### src/rtl/apb_rr_master.sv
// Round-robin APB master: arbitrates NUM_REQ valid/ready command ports onto one APB slave,
// sequences SETUP/ACCESS, and returns read data or a timeout error to the winning requester.
module apb_rr_master #(
  parameter int NUM_REQ = 2,
  parameter int ADDR_W  = 8,
  parameter int DATA_W  = 8,
  parameter int TIMEOUT = 16
) (
  input  logic                      pclk,
  input  logic                      prst,
  input  logic [NUM_REQ-1:0]        req_valid,
  input  logic [NUM_REQ-1:0]        req_write,
  input  logic [NUM_REQ*ADDR_W-1:0] req_addr,
  input  logic [NUM_REQ*DATA_W-1:0] req_wdata,
  output logic [NUM_REQ-1:0]        req_ready,
  output logic [NUM_REQ-1:0]        rsp_valid,
  output logic [DATA_W-1:0]         rsp_rdata,
  output logic                      rsp_err,
  output logic                      psel,
  output logic                      penable,
  output logic                      pwrite,
  output logic [ADDR_W-1:0]         paddr,
  output logic [DATA_W-1:0]         pwdata,
  input  logic [DATA_W-1:0]         prdata,
  input  logic                      pready
);

  localparam int IDX_W = (NUM_REQ > 1) ? $clog2(NUM_REQ) : 1;
  localparam int CNT_W = $clog2(TIMEOUT + 1);

  typedef enum logic [1:0] {
    ST_IDLE,
    ST_SETUP,
    ST_ACCESS
  } state_t;

  state_t             state_q, state_d;
  logic [IDX_W-1:0]   last_q, last_d;
  logic [CNT_W-1:0]   wait_q, wait_d;
  logic               psel_q, psel_d;
  logic               penable_q, penable_d;
  logic               pwrite_q, pwrite_d;
  logic [ADDR_W-1:0]  paddr_q, paddr_d;
  logic [DATA_W-1:0]  pwdata_q, pwdata_d;
  logic [NUM_REQ-1:0] rsp_valid_q, rsp_valid_d;
  logic [DATA_W-1:0]  rsp_rdata_q, rsp_rdata_d;
  logic               rsp_err_q, rsp_err_d;

  logic               any_valid;
  logic [IDX_W-1:0]   grant_idx;

  // Scan from farthest to nearest after the last winner so the nearest requester wins.
  always_comb begin
    int cand;
    cand      = 0;
    any_valid = 1'b0;
    grant_idx = last_q;
    for (int k = NUM_REQ; k >= 1; k--) begin
      cand = (int'(last_q) + k) % NUM_REQ;
      if (req_valid[IDX_W'(cand)]) begin
        grant_idx = IDX_W'(cand);
        any_valid = 1'b1;
      end
    end
  end

  always_comb begin
    req_ready = '0;
    if ((state_q == ST_IDLE) && any_valid) begin
      req_ready[grant_idx] = 1'b1;
    end
  end

  always_comb begin
    state_d     = state_q;
    last_d      = last_q;
    wait_d      = wait_q;
    psel_d      = psel_q;
    penable_d   = penable_q;
    pwrite_d    = pwrite_q;
    paddr_d     = paddr_q;
    pwdata_d    = pwdata_q;
    rsp_valid_d = '0;
    rsp_rdata_d = rsp_rdata_q;
    rsp_err_d   = rsp_err_q;

    case (state_q)
      ST_IDLE: begin
        if (any_valid) begin
          state_d   = ST_SETUP;
          last_d    = grant_idx;
          psel_d    = 1'b1;
          penable_d = 1'b0;
          pwrite_d  = req_write[grant_idx];
          paddr_d   = req_addr[int'(grant_idx)*ADDR_W +: ADDR_W];
          pwdata_d  = req_wdata[int'(grant_idx)*DATA_W +: DATA_W];
        end
      end

      ST_SETUP: begin
        state_d   = ST_ACCESS;
        penable_d = 1'b1;
        wait_d    = '0;
      end

      ST_ACCESS: begin
        if (pready) begin
          state_d             = ST_IDLE;
          psel_d              = 1'b0;
          penable_d           = 1'b0;
          rsp_valid_d[last_q] = 1'b1;
          rsp_err_d           = 1'b0;
          rsp_rdata_d         = pwrite_q ? '0 : prdata;
        end else if (wait_q == CNT_W'(TIMEOUT - 1)) begin
          // Last permitted ACCESS cycle elapsed without pready: abort with an error.
          state_d             = ST_IDLE;
          psel_d              = 1'b0;
          penable_d           = 1'b0;
          rsp_valid_d[last_q] = 1'b1;
          rsp_err_d           = 1'b1;
          rsp_rdata_d         = '0;
        end else begin
          wait_d = wait_q + 1'b1;
        end
      end

      default: begin
        state_d   = ST_IDLE;
        psel_d    = 1'b0;
        penable_d = 1'b0;
      end
    endcase
  end

  always_ff @(posedge pclk or posedge prst) begin
    if (prst) begin
      state_q     <= ST_IDLE;
      last_q      <= IDX_W'(NUM_REQ - 1);
      wait_q      <= '0;
      psel_q      <= 1'b0;
      penable_q   <= 1'b0;
      pwrite_q    <= 1'b0;
      paddr_q     <= '0;
      pwdata_q    <= '0;
      rsp_valid_q <= '0;
      rsp_rdata_q <= '0;
      rsp_err_q   <= 1'b0;
    end else begin
      state_q     <= state_d;
      last_q      <= last_d;
      wait_q      <= wait_d;
      psel_q      <= psel_d;
      penable_q   <= penable_d;
      pwrite_q    <= pwrite_d;
      paddr_q     <= paddr_d;
      pwdata_q    <= pwdata_d;
      rsp_valid_q <= rsp_valid_d;
      rsp_rdata_q <= rsp_rdata_d;
      rsp_err_q   <= rsp_err_d;
    end
  end

  assign psel      = psel_q;
  assign penable   = penable_q;
  assign pwrite    = pwrite_q;
  assign paddr     = paddr_q;
  assign pwdata    = pwdata_q;
  assign rsp_valid = rsp_valid_q;
  assign rsp_rdata = rsp_rdata_q;
  assign rsp_err   = rsp_err_q;

endmodule
### config.mk
export PLATFORM = sky130hd
export DESIGN_NAME = apb_rr_master
export DESIGN_NICKNAME = d
export VERILOG_FILES = /design/src/rtl/apb_rr_master.sv
export SDC_FILE = /design/constraint.sdc
export NUM_CORES = 1
export LEC_CHECK = 0
export CORE_MARGIN = 1.5
export CORE_UTILIZATION = 44
export DETAILED_ROUTE_END_ITERATION = 16
export PLACE_DENSITY = 0.86
export SYNTH_ARGS = -nofsm -noshare
export SYNTH_HDL_FRONTEND = slang
export SYNTH_SLANG_ARGS = --single-unit
### constraint.sdc
create_clock -name pclk -period 3.87 [get_ports pclk]
set_clock_uncertainty 0.2 [all_clocks]
set_input_delay 0.774 -clock pclk [delete_from_list [all_inputs] [get_ports pclk]]
set_output_delay 0.774 -clock pclk [all_outputs]
set_load 0.1 [all_outputs]
# Word level (Yosys, flattened, before mapping)
# Cells that the tools add are included.
# word_totals
regBits	38
latch_bits	0
ramBits	0
rom_bits	0
inputBits	47
out_inout_bits	32
wordCells	77
n_memories	0
# op_classes
n_addsub	3
n_mul	0
div	0
order_cmp	6
eq_ne	7
shifts	2
mux	36
bitwise_logic	1
n_reduce_logical	11
# op_table
op	count
$shiftx 16x5->8	2
$mux 8	3
$mux 1	18
$mux 2	7
$mux 5	2
$pmux 5 s2	1
$lt 1x3->1 const B	2
$ne 2x2->1 const B	3
$pmux 1 s3	2
$pmux 2 s3	1
$reduce_and 2->1	3
$reduce_and 3->1	2
$add 5x1->5 const B	1
$eq 5x4->1 const B	1
$lt 1x2->1 const B	2
$reduce_bool 2->1	2
$logic_and 1x1->1	3
$ne 3x3->1 const B	1
$add 1x1->1 const B	2
$demux 1 s1	2
$eq 2x1->1 const B	1
$eq 2x2->1 const B	1
$ge 1x1->1 const B	2
$logic_not 2->1	1
$not 1->1	1

# Logic depth before layout (Yosys ltp)
# Gate-level depths: netlist of the first run.
# depth
ltp_word	11
depth_mapped	7
ltp_nobuf	6

# Least setup slack after synthesis of the first run
# No wires, ideal clock.
# synth_path
path_type	register to output
from	register state_q[1]
to	output port req_ready[0]
t_arrival_ns	2.160
required_ns	2.896
path_slack_ns	0.736
stages_incl_launch_ff	5
path_cell_list	dfrtp_1 -> buf_4 -> nor3b_2 -> buf_2 -> and2_1
# synth_between
elab_chain_len	3
# synth_lines
item	line	source
start: declaration	37	state_t state_q, state_d;
start signal: assignment	149	state_q <= state_d;
$logic_not 2->1	69	if ((state_q == ST_IDLE) && any_valid) begin
$logic_and 1x1->1	69	
$mux 2	69	
end: declaration	15	output logic [NUM_REQ-1:0] req_ready,
# Every way passes these cells.

# Worst setup path after layout of the first run
# layout_path
from	input port req_valid[0]
to	output port req_ready[1]
# layout_between
elab_chain_len	9
# layout_lines
item	line	source
start: declaration	11	input logic [NUM_REQ-1:0] req_valid,
$mux 1 (not written as such) (2 in series)	60	if (req_valid[IDX_W'(cand)]) begin
$mux 1 (2 in series)	60	
$lt 1x2->1 (not written as such) or $ge 1x1->1 (tied branches)	70	req_ready[grant_idx] = 1'b1;
$logic_and 1x1->1 (not written as such)	70	
$mux 1 (not written as such)	70	
$demux 1 s1	70	
$mux 2 (*)	69	
# Every way passes the cells marked *; elsewhere a longest branch is shown, timed or not. The select of a mux whose other input is x is not followed.

==> results.tsv, run 1 <==
stage	metric	value	unit
drt	routed vias/inst	5.13	
clocking	CTS-repair resized insts	0	
critical_path	crit path from	req_valid[0]	
clocking	Worst-path clk slew	70	ps
critical_path	reg2reg setup slack	1320	ps
critical_path	Worst setup EP type	output port	
layout	most common library cell in the layout ignoring fill and taps	clkdlybuf4s50_1	
critical_path	crit path launch type	input pin	
critical_path	Worst R2R Path Depth	6	
sta	total negative slack	0	ps
sta	count of pins over their slew limit	0	
clocking	H-tree depth	2	
layout	post-route core utilization	0.715	
drt	DR DRC count	0	
clocking	Post-CTS Setup Bufs	0	
flow_run	maxcap violations	0	
drt	First DRT Iteration DRCs	57	
worst_hold_path	hold path start	rsp_rdata[3]	
sta	final setup fails	0	
clocking	Root Buffer	clkbuf_8	
layout	layout cells sized above 1	0.0653	
sta	Setup WS post-layout	723	ps
global_routing	total gr overflow	0	
drt	wire per inst	14.0	um
sta	Tcrit/Tclk final	0.813	
die	Die H	65.2	um
die	Die X-Extent	65.2	um
sta	final hold viol count	0	
sta	Hold Slack	316	ps
layout	Antenna diodes	0	
clocking	worst skew pair latency	290	ps
clocking	clock sinks	37	
yosys	sequential element share of the synthesized area	0.544	
yosys	Synth Flop Type	dfrtp_1	
clocking	CTS Hold Bufs	0	
global_routing	initial antenna violation count	0	
die	area of the die	0.00425	sq mm
clocking	CTS buffer count	5	
yosys	synthesized instance count	167	
critical_path	Max Fanout on Critical Path	11	
placement	gpl congestion	0.766	
drt	drt first pass iters	4	
outcome	outcome	completed	
yosys	syn_nets	216	
drt	drt total wl	4100	um
layout	commonest cells after routing, fill and taps aside	clkdlybuf4s50_1, dfrtp_1, a21oi_1, nor2_1, mux2i_1	
layout	FILL cells	304	
layout	area growth from synthesis to layout	55.0	%
critical_path	critical path required time	2900	ps
yosys	post-synth cell types	30	
yosys	Mapped Avg Cell Area	10.2	sq um
sta	final worst path period need	3150	ps
die	IO Count	79	
sta	RSZ-0062 raised after global routing	false	
global_routing	largest net degree at the start of global routing	38	
die	Initial Util	0.462	
drt	Vias	1503	
yosys	Synth Cell Area	0.00170	sq mm
die	CORE AREA	0.00369	sq mm
yosys	number of synthesized flops with an enable pin	0	
yosys	YS warnings	0	
sta	Slew HR	0.337	
critical_path	Crit Path Category	in -> out	
critical_path	Setup crit end	req_ready[1]	
drt	DRT antenna net count	0	
critical_path	R2R Path End	wait_q[4]	
placement	half-perimeter wire length after placement	2950	um
clocking	CTS tree	yes	
clocking	clk buf depth	2	
die	std cell rows	22	
sta	Slew @ Worst Pin	991	ps
placement	Setup WS pre-CTS	765	ps
yosys	FF+latch count, synth	37	
worst_hold_path	Min-Delay Path Class	reg -> reg	
global_routing	GRT Util Overall	0.211	
global_routing	first-pass GRT wire length	6820	um
global_routing	vias in the first global route	1465	
critical_path	Worst Path Arrival	2170	ps
critical_path	Reg-to-Reg Start	wait_q[0]	
layout	nets	293	
sta	FMAX	0.318	GHz
placement	IO buf count	77	
yosys	FFs w/ async S/R, synth	1.00	
[worst max-delay path: stages]
cell and delay [ps]:
clkdlybuf4s50_1 500, nor3b_4 290, buf_4 230, and2_1 190, buf_12 180
[sequential cells by signal (all words and copies together) (netlist names)]
register and flops:
wait_q 5, rsp_err 1, psel 1, last_q 1, paddr 8, pwrite 1, rsp_rdata 8, pwdata 8
state_q 2, rsp_valid 2
[through the flow]
step / std cells / cell area [sq um]
global placement: 285 / 2530
global route: 293 / 2640
detailed placement: 285 / 2530
floorplan: 167 / 1700
finish: 293 / 2640
CTS: 293 / 2640
[synth_stat cells (2+ instances only)]
master	instances	area [sq um]
dfrtp_1	36	901
a21oi_1	22	110
nor2_1	20	75.1
mux2i_1	18	180
o21ai_0	16	80.1
nand2_1	11	41.3
buf_2	6	30.0
inv_1	5	18.8
a22o_1	3	26.3
and2_1	3	18.8
a31oi_1	2	12.5
buf_4	2	15.0
ha_1	2	25.0
nor2b_1	2	12.5
nor3_1	2	10.0
nor4_1	2	12.5
o2bb2ai_1	2	17.5
[cell families (layout without fill, tap and decap cells)]
kind of cell / after synthesis / after routing / share of synthesized area
and+or+nand+nor: 46 / 46 / 0.127
AOI/OAI and AO/OA: 48 / 48 / 0.161
xor gates and xnor gates: 1 / 1 / 0.00514
muxes: 18 / 18 / 0.106
adders and majority gates: 2 / 2 / 0.0147
buffers and inverters: 15 / 93 / 0.0419
DFF: 37 / 37 / 0.544
[cell type report]
type                    count  area [sq um]  area share
clock inverters             2          38.8      0.0147
inverters                   5          18.8     0.00711
well taps                  48          60.1      0.0228
clock buffers               6          72.6      0.0275
flip-flops and latches     37           927       0.351
repair buffers             80           811       0.307
multi-input cells         115           711       0.269
[per-layer routing]
layer,track usage,wire length (um)
met1,0.264,1730
met3,0.0753,299
met4,0.0573,44
met5,0,0
met2,0.346,2020
[worst min path at each step]
stage	endpoint	depth (start not counted)
2_1_floorplan	wait_q[1]	1
3_3_place_gp	rsp_rdata[6]	2
3_5_place_dp	rsp_rdata[3]	2
4_1_cts	rsp_rdata[3]	2
5_1_grt	rsp_rdata[3]	2
6_report	rsp_rdata[3]	2
Power of run 1 is left out: the tool's default activity adds up to more than one toggle a clock period on the data nets, which glitch-free logic cannot reach.
==> inputs of run 2 (changes only) <==
CORE_UTILIZATION = 41   (was 44)
PLACE_DENSITY = 0.81   (was 0.86)
clock period = 3.2 ns   (was 3.87 ns; I/O delays follow)
==> results.tsv, run 2 (synthesis gave the netlist of run 1 again) <==
stage	metric	value	unit	change
outcome	outcome	completed		unchanged
layout	commonest cells after routing, fill and taps aside	clkdlybuf4s50_1, dfrtp_1, buf_4, a21oi_1, nor2_1		was clkdlybuf4s50_1, dfrtp_1, a21oi_1, nor2_1, mux2i_1
die	Die X-Extent	67.4	um	was 65.2 um
critical_path	Buf/Inv on CP	2		was 3
layout	FILL cells	329		was 304
critical_path	Worst Path Arrival	1780	ps	was 2170 ps
clocking	Post-CTS Setup Bufs	0		unchanged
layout	most common library cell in the layout ignoring fill and taps	clkdlybuf4s50_1		unchanged
clocking	clock sinks	37		unchanged
critical_path	Crit Path Category	in -> out		unchanged
sta	total negative slack	0	ps	unchanged
drt	DRT antenna net count	0		unchanged
sta	Slew @ Worst Pin	583	ps	was 991 ps
critical_path	max incr delay on CP	490	ps	was 500 ps
layout	Antenna diodes	0		unchanged
flow_run	maxcap violations	0		unchanged
global_routing	first-pass GRT wire length	6130	um	was 6820 um
sta	RSZ-0062 raised after global routing	false		unchanged
critical_path	Max Fanout on Critical Path	4		was 11
critical_path	critical-path cell list	clkdlybuf4s50_1, nor3b_4, and2_1, buf_12		was clkdlybuf4s50_1, nor3b_4, buf_4, and2_1, buf_12
clocking	CTS-repair resized insts	0		unchanged
placement	half-perimeter wire length after placement	2900	um	was 2950 um
global_routing	vias in the first global route	1398		was 1,465
sta	Slew HR	0.611		was 0.337
layout	nets	294		was 293
drt	routed vias/inst	5.02		was 5.13
clocking	CTS Hold Bufs	0		unchanged
sta	Tcrit/Tclk final	0.819		
placement	IO buf count	77		unchanged
placement	Setup WS pre-CTS	609	ps	was 765 ps
global_routing	GRT Util Overall	0.182		was 0.211
die	Initial Util	0.426		was 0.462
critical_path	highest-delay cell along the critical path	clkdlybuf4s50_1		unchanged
drt	DR DRC count	0		unchanged
global_routing	initial antenna violation count	0		unchanged
layout	area growth from synthesis to layout	51.6	%	was 55.0%
critical_path	Worst setup EP type	output port		unchanged
clocking	Worst-path clk slew	70	ps	about the same
critical_path	critical path required time	2360	ps	was 2900 ps
clocking	CTS buffer count	5		unchanged
global_routing	total gr overflow	0		unchanged
global_routing	largest net degree at the start of global routing	38		unchanged
drt	Vias	1487		was 1,503
clocking	Root Buffer	clkbuf_8		unchanged
critical_path	crit path launch type	input pin		unchanged
clocking	H-tree depth	2		unchanged
sta	final worst path period need	2620	ps	
die	area of the die	0.00455	sq mm	was 0.00425 sq mm
clocking	CTS tree	yes		unchanged
critical_path	Worst path top cell family by delay	buffers and inverters		unchanged
die	CORE AREA	0.00400	sq mm	was 0.00369 sq mm
sta	final hold viol count	0		unchanged
sta	FMAX	0.382	GHz	
drt	First DRT Iteration DRCs	38		was 57
die	std cell rows	23		was 22
clocking	worst skew pair latency	280	ps	was 290 ps
placement	gpl congestion	0.743		was 0.766
worst_hold_path	Min-Delay Path Class	reg -> reg		unchanged
die	Die H	67.4	um	was 65.2 um
drt	wire per inst	13.2	um	was 14.0 um
die	IO Count	79		unchanged
sta	Setup WS post-layout	580	ps	was 723 ps
sta	final setup fails	0		unchanged
sta	count of pins over their slew limit	0		unchanged
drt	drt total wl	3890	um	was 4100 um
layout	layout cells sized above 1	0.187		was 0.0653
drt	drt first pass iters	4		unchanged
clocking	clk buf depth	2		unchanged
-- run 2: final cells by class --
type / count / area, sq um / area share
clock inverter: 1 / 30.0 / 0.0116
sequential: 37 / 927 / 0.359
multi-input combinational: 115 / 711 / 0.275
tap: 50 / 62.6 / 0.0242
clock buffer: 7 / 86.3 / 0.0334
timing repair buffer: 81 / 746 / 0.289
inverter: 5 / 18.8 / 0.00727
-- run 2: worst paths after layout --
kind                         startpoint            to  slack [ps]  cells after the start
max                        req_valid[0]  req_ready[1]         580                      4
max reg2reg                   wait_q[0]     wait_q[3]         940                      6
min reg2reg                rsp_rdata[5]  rsp_rdata[5]         320                      2
max in group asynchronous          prst        last_q        1890                      3
min                        rsp_rdata[5]  rsp_rdata[5]         320                      2
min in group asynchronous          prst      paddr[0]         570                      3
-- run 2: tightest hold or removal path, delay by kind of cell, from the launching register on --
kind / cells / cell delay, ps
DFF: 1 / 340
AOI/OAI and AO/OA: 2 / 150
-- run 2: metrics by stage --
stage	area, sq um	instances	utilization	hold WS (ps)
2_1_floorplan	1700	167	-	296
3_3_place_gp	2460	288	0.616	297
3_5_place_dp	2460	288	0.616	304
4_1_cts	2580	296	0.645	323
5_1_grt	2580	296	0.645	357
6_report	2580	296	0.645	321
-- run 2: metal layers --
metal	GRT usage	vias to the layer above	share of wire
li1	-	744	-
met1	0.226	688	0.42
met2	0.296	51	0.50
met3	0.0667	4	0.072
met4	0.0536	0	0.0067
met5	0	-	0
Power of run 2 is left out for the same reason.
==> inputs of run 3 (changes only) <==
CORE_UTILIZATION = 37   (was 41)
PLACE_DENSITY = 0.77   (was 0.81)
clock period = 2.1 ns   (was 3.2 ns; I/O delays follow)
==> results.tsv, run 3 (synthesis gave the netlist of run 1 again) <==
stage	metric	value	unit	change
drt	routed vias/inst	5.01		was 5.02
critical_path	R2R Path End	wait_q[3]		unchanged
layout	area growth from synthesis to layout	81.6	%	was 51.6%
clocking	CTS buffer count	5		unchanged
clocking	clock sinks	37		unchanged
layout	Antenna diodes	0		unchanged
critical_path	Buf/Inv on CP	0		was 2
die	Die X-Extent	70.8	um	was 67.4 um
global_routing	initial antenna violation count	0		unchanged
critical_path	Worst setup EP type	flip-flop		was output port
clocking	Worst-path clk slew	80	ps	was 70 ps
sta	FMAX	0.489	GHz	
global_routing	largest net degree at the start of global routing	29		was 38
drt	wire per inst	14.0	um	was 13.2 um
clocking	CTS tree	yes		unchanged
drt	drt total wl	4380	um	was 3890 um
drt	DR DRC count	0		unchanged
die	IO Count	79		unchanged
layout	layout cells sized above 1	0.264		was 0.187
drt	First DRT Iteration DRCs	54		was 38
critical_path	Worst Path Arrival	2020	ps	was 1780 ps
placement	dpl cell area	0.00295	sq mm	was 0.00246 sq mm
layout	most common library cell in the layout ignoring fill and taps	clkdlybuf4s50_1		unchanged
critical_path	Reg-to-Reg Start	wait_q[1]		was wait_q[0]
layout	FILL cells	320		was 329
critical_path	reg2reg setup slack	60	ps	was 940 ps
clocking	clk buf depth	2		unchanged
flow_run	maxcap violations	0		unchanged
placement	Setup WS pre-CTS	-71.5	ps	was 609 ps
critical_path	max incr delay on CP	390	ps	was 490 ps
critical_path	cell mode on critical path	ha_2		
critical_path	crit path launch type	flip-flop		was input pin
sta	final setup fails	0		unchanged
sta	total negative slack	0	ps	unchanged
critical_path	Worst path top cell family by delay	compound AO/OA/AOI/OAI gates		was buffers and inverters
critical_path	critical path required time	2080	ps	was 2360 ps
critical_path	Worst R2R Path Depth	6		unchanged
critical_path	highest-delay cell along the critical path	dfrtp_1		was clkdlybuf4s50_1
layout	nets	309		was 294
die	area of the die	0.00502	sq mm	was 0.00455 sq mm
sta	Slew HR	0.728		was 0.611
critical_path	Crit Path Category	reg -> reg		was in -> out
global_routing	vias in the first global route	1496		was 1,398
die	std cell rows	24		was 23
die	Die H	70.8	um	was 67.4 um
sta	Slew @ Worst Pin	408	ps	was 583 ps
placement	IO buf count	77		unchanged
sta	Setup WS post-layout	56.0	ps	was 580 ps
sta	Tcrit/Tclk final	0.973		
critical_path	critical-path cell list	ha_2, and3_4, ha_2, or2_4, o311a_1, a311o_1		was clkdlybuf4s50_1, nor3b_4, and2_1, buf_12
drt	drt first pass iters	6		was 4
clocking	H-tree depth	2		unchanged
clocking	worst skew pair latency	290	ps	was 280 ps
sta	final hold viol count	0		unchanged
global_routing	total gr overflow	0		unchanged
outcome	outcome	completed		unchanged
worst_hold_path	Min-Delay Path Class	in -> async		was reg -> reg
global_routing	GRT Util Overall	0.186		was 0.182
drt	DRT antenna net count	0		unchanged
clocking	CTS Hold Bufs	0		unchanged
placement	half-perimeter wire length after placement	3290	um	was 2900 um
sta	count of pins over their slew limit	0		unchanged
global_routing	first-pass GRT wire length	7210	um	was 6130 um
die	CORE AREA	0.00438	sq mm	was 0.00400 sq mm
die	Initial Util	0.388		was 0.426
placement	gpl congestion	0.876		was 0.743
layout	Final Cell Area	0.00309	sq mm	was 0.00258 sq mm
drt	Vias	1568		was 1,487
layout	commonest cells after routing, fill and taps aside	clkdlybuf4s50_1, dfrtp_1, buf_12, a21oi_1, nor2_1		was clkdlybuf4s50_1, dfrtp_1, buf_4, a21oi_1, nor2_1
sta	final worst path period need	2040	ps	
clocking	Root Buffer	clkbuf_8		unchanged
critical_path	Max Fanout on Critical Path	3		was 4
==> run 3: cell types whose count changed in the layout (fill, tap and decap cells not counted), moves of 2 or more <==
| cell | before | now |
|---|---|---|
| and2_1 | 3 | 1 |
| and2_4 | 0 | 2 |
| ha_1 | 2 | 0 |
| ha_2 | 0 | 2 |
| buf_4 | 34 | 18 |
| buf_12 | 2 | 33 |
==> run 3: cell type report <==
| class | instances | area, sq um | share of cell area |
|---|---|---|---|
| inverter | 5 | 18.8 | 0.00607 |
| sequential | 37 | 931 | 0.301 |
| timing repair buffer | 96 | 1240 | 0.403 |
| clock buffer | 7 | 96.3 | 0.0311 |
| multi-input combinational | 115 | 728 | 0.235 |
| clock inverter | 1 | 8.76 | 0.00283 |
| tap | 52 | 65.1 | 0.0210 |
==> run 3: what timing repair did <==
item / in CTS / in global routing
setup buffers: 3 / 1
gates resized for setup: 1 / 2
pin swaps: 1 / 1
endpoints found under the setup margin: 2 / 4
==> run 3: metrics by stage <==
stage / hold WS, ps / instances / utilization
2_1_floorplan: 296 / 167 / -
3_3_place_gp: 317 / 301 / 0.673
3_5_place_dp: 328 / 301 / 0.673
4_1_cts: 216 / 312 / 0.702
5_1_grt: 247 / 313 / 0.705
6_report: 211 / 313 / 0.705
==> run 3: per-layer routing <==
layer	share of wire	vias to the layer above	track usage
met4	0.0062	0	0.0503
met1	0.40	744	0.226
li1	-	767	-
met2	0.52	55	0.312
met3	0.071	2	0.0712
met5	0	-	0
==> run 3: worst max path at each step <==
stage	start	to	slack [ps]	cells past startpoint
after detailed placement	req_valid[0]	req_ready[1]	-70	4
after global placement	req_valid[0]	req_ready[1]	-70	4
after floorplan	state_q[1]	req_ready[0]	3	4
final	wait_q[1]	wait_q[3]	60	6
after CTS	wait_q[0]	rsp_rdata[3]	50	7
after global routing	wait_q[1]	wait_q[3]	-4	6
Power of run 3 is left out for the same reason.
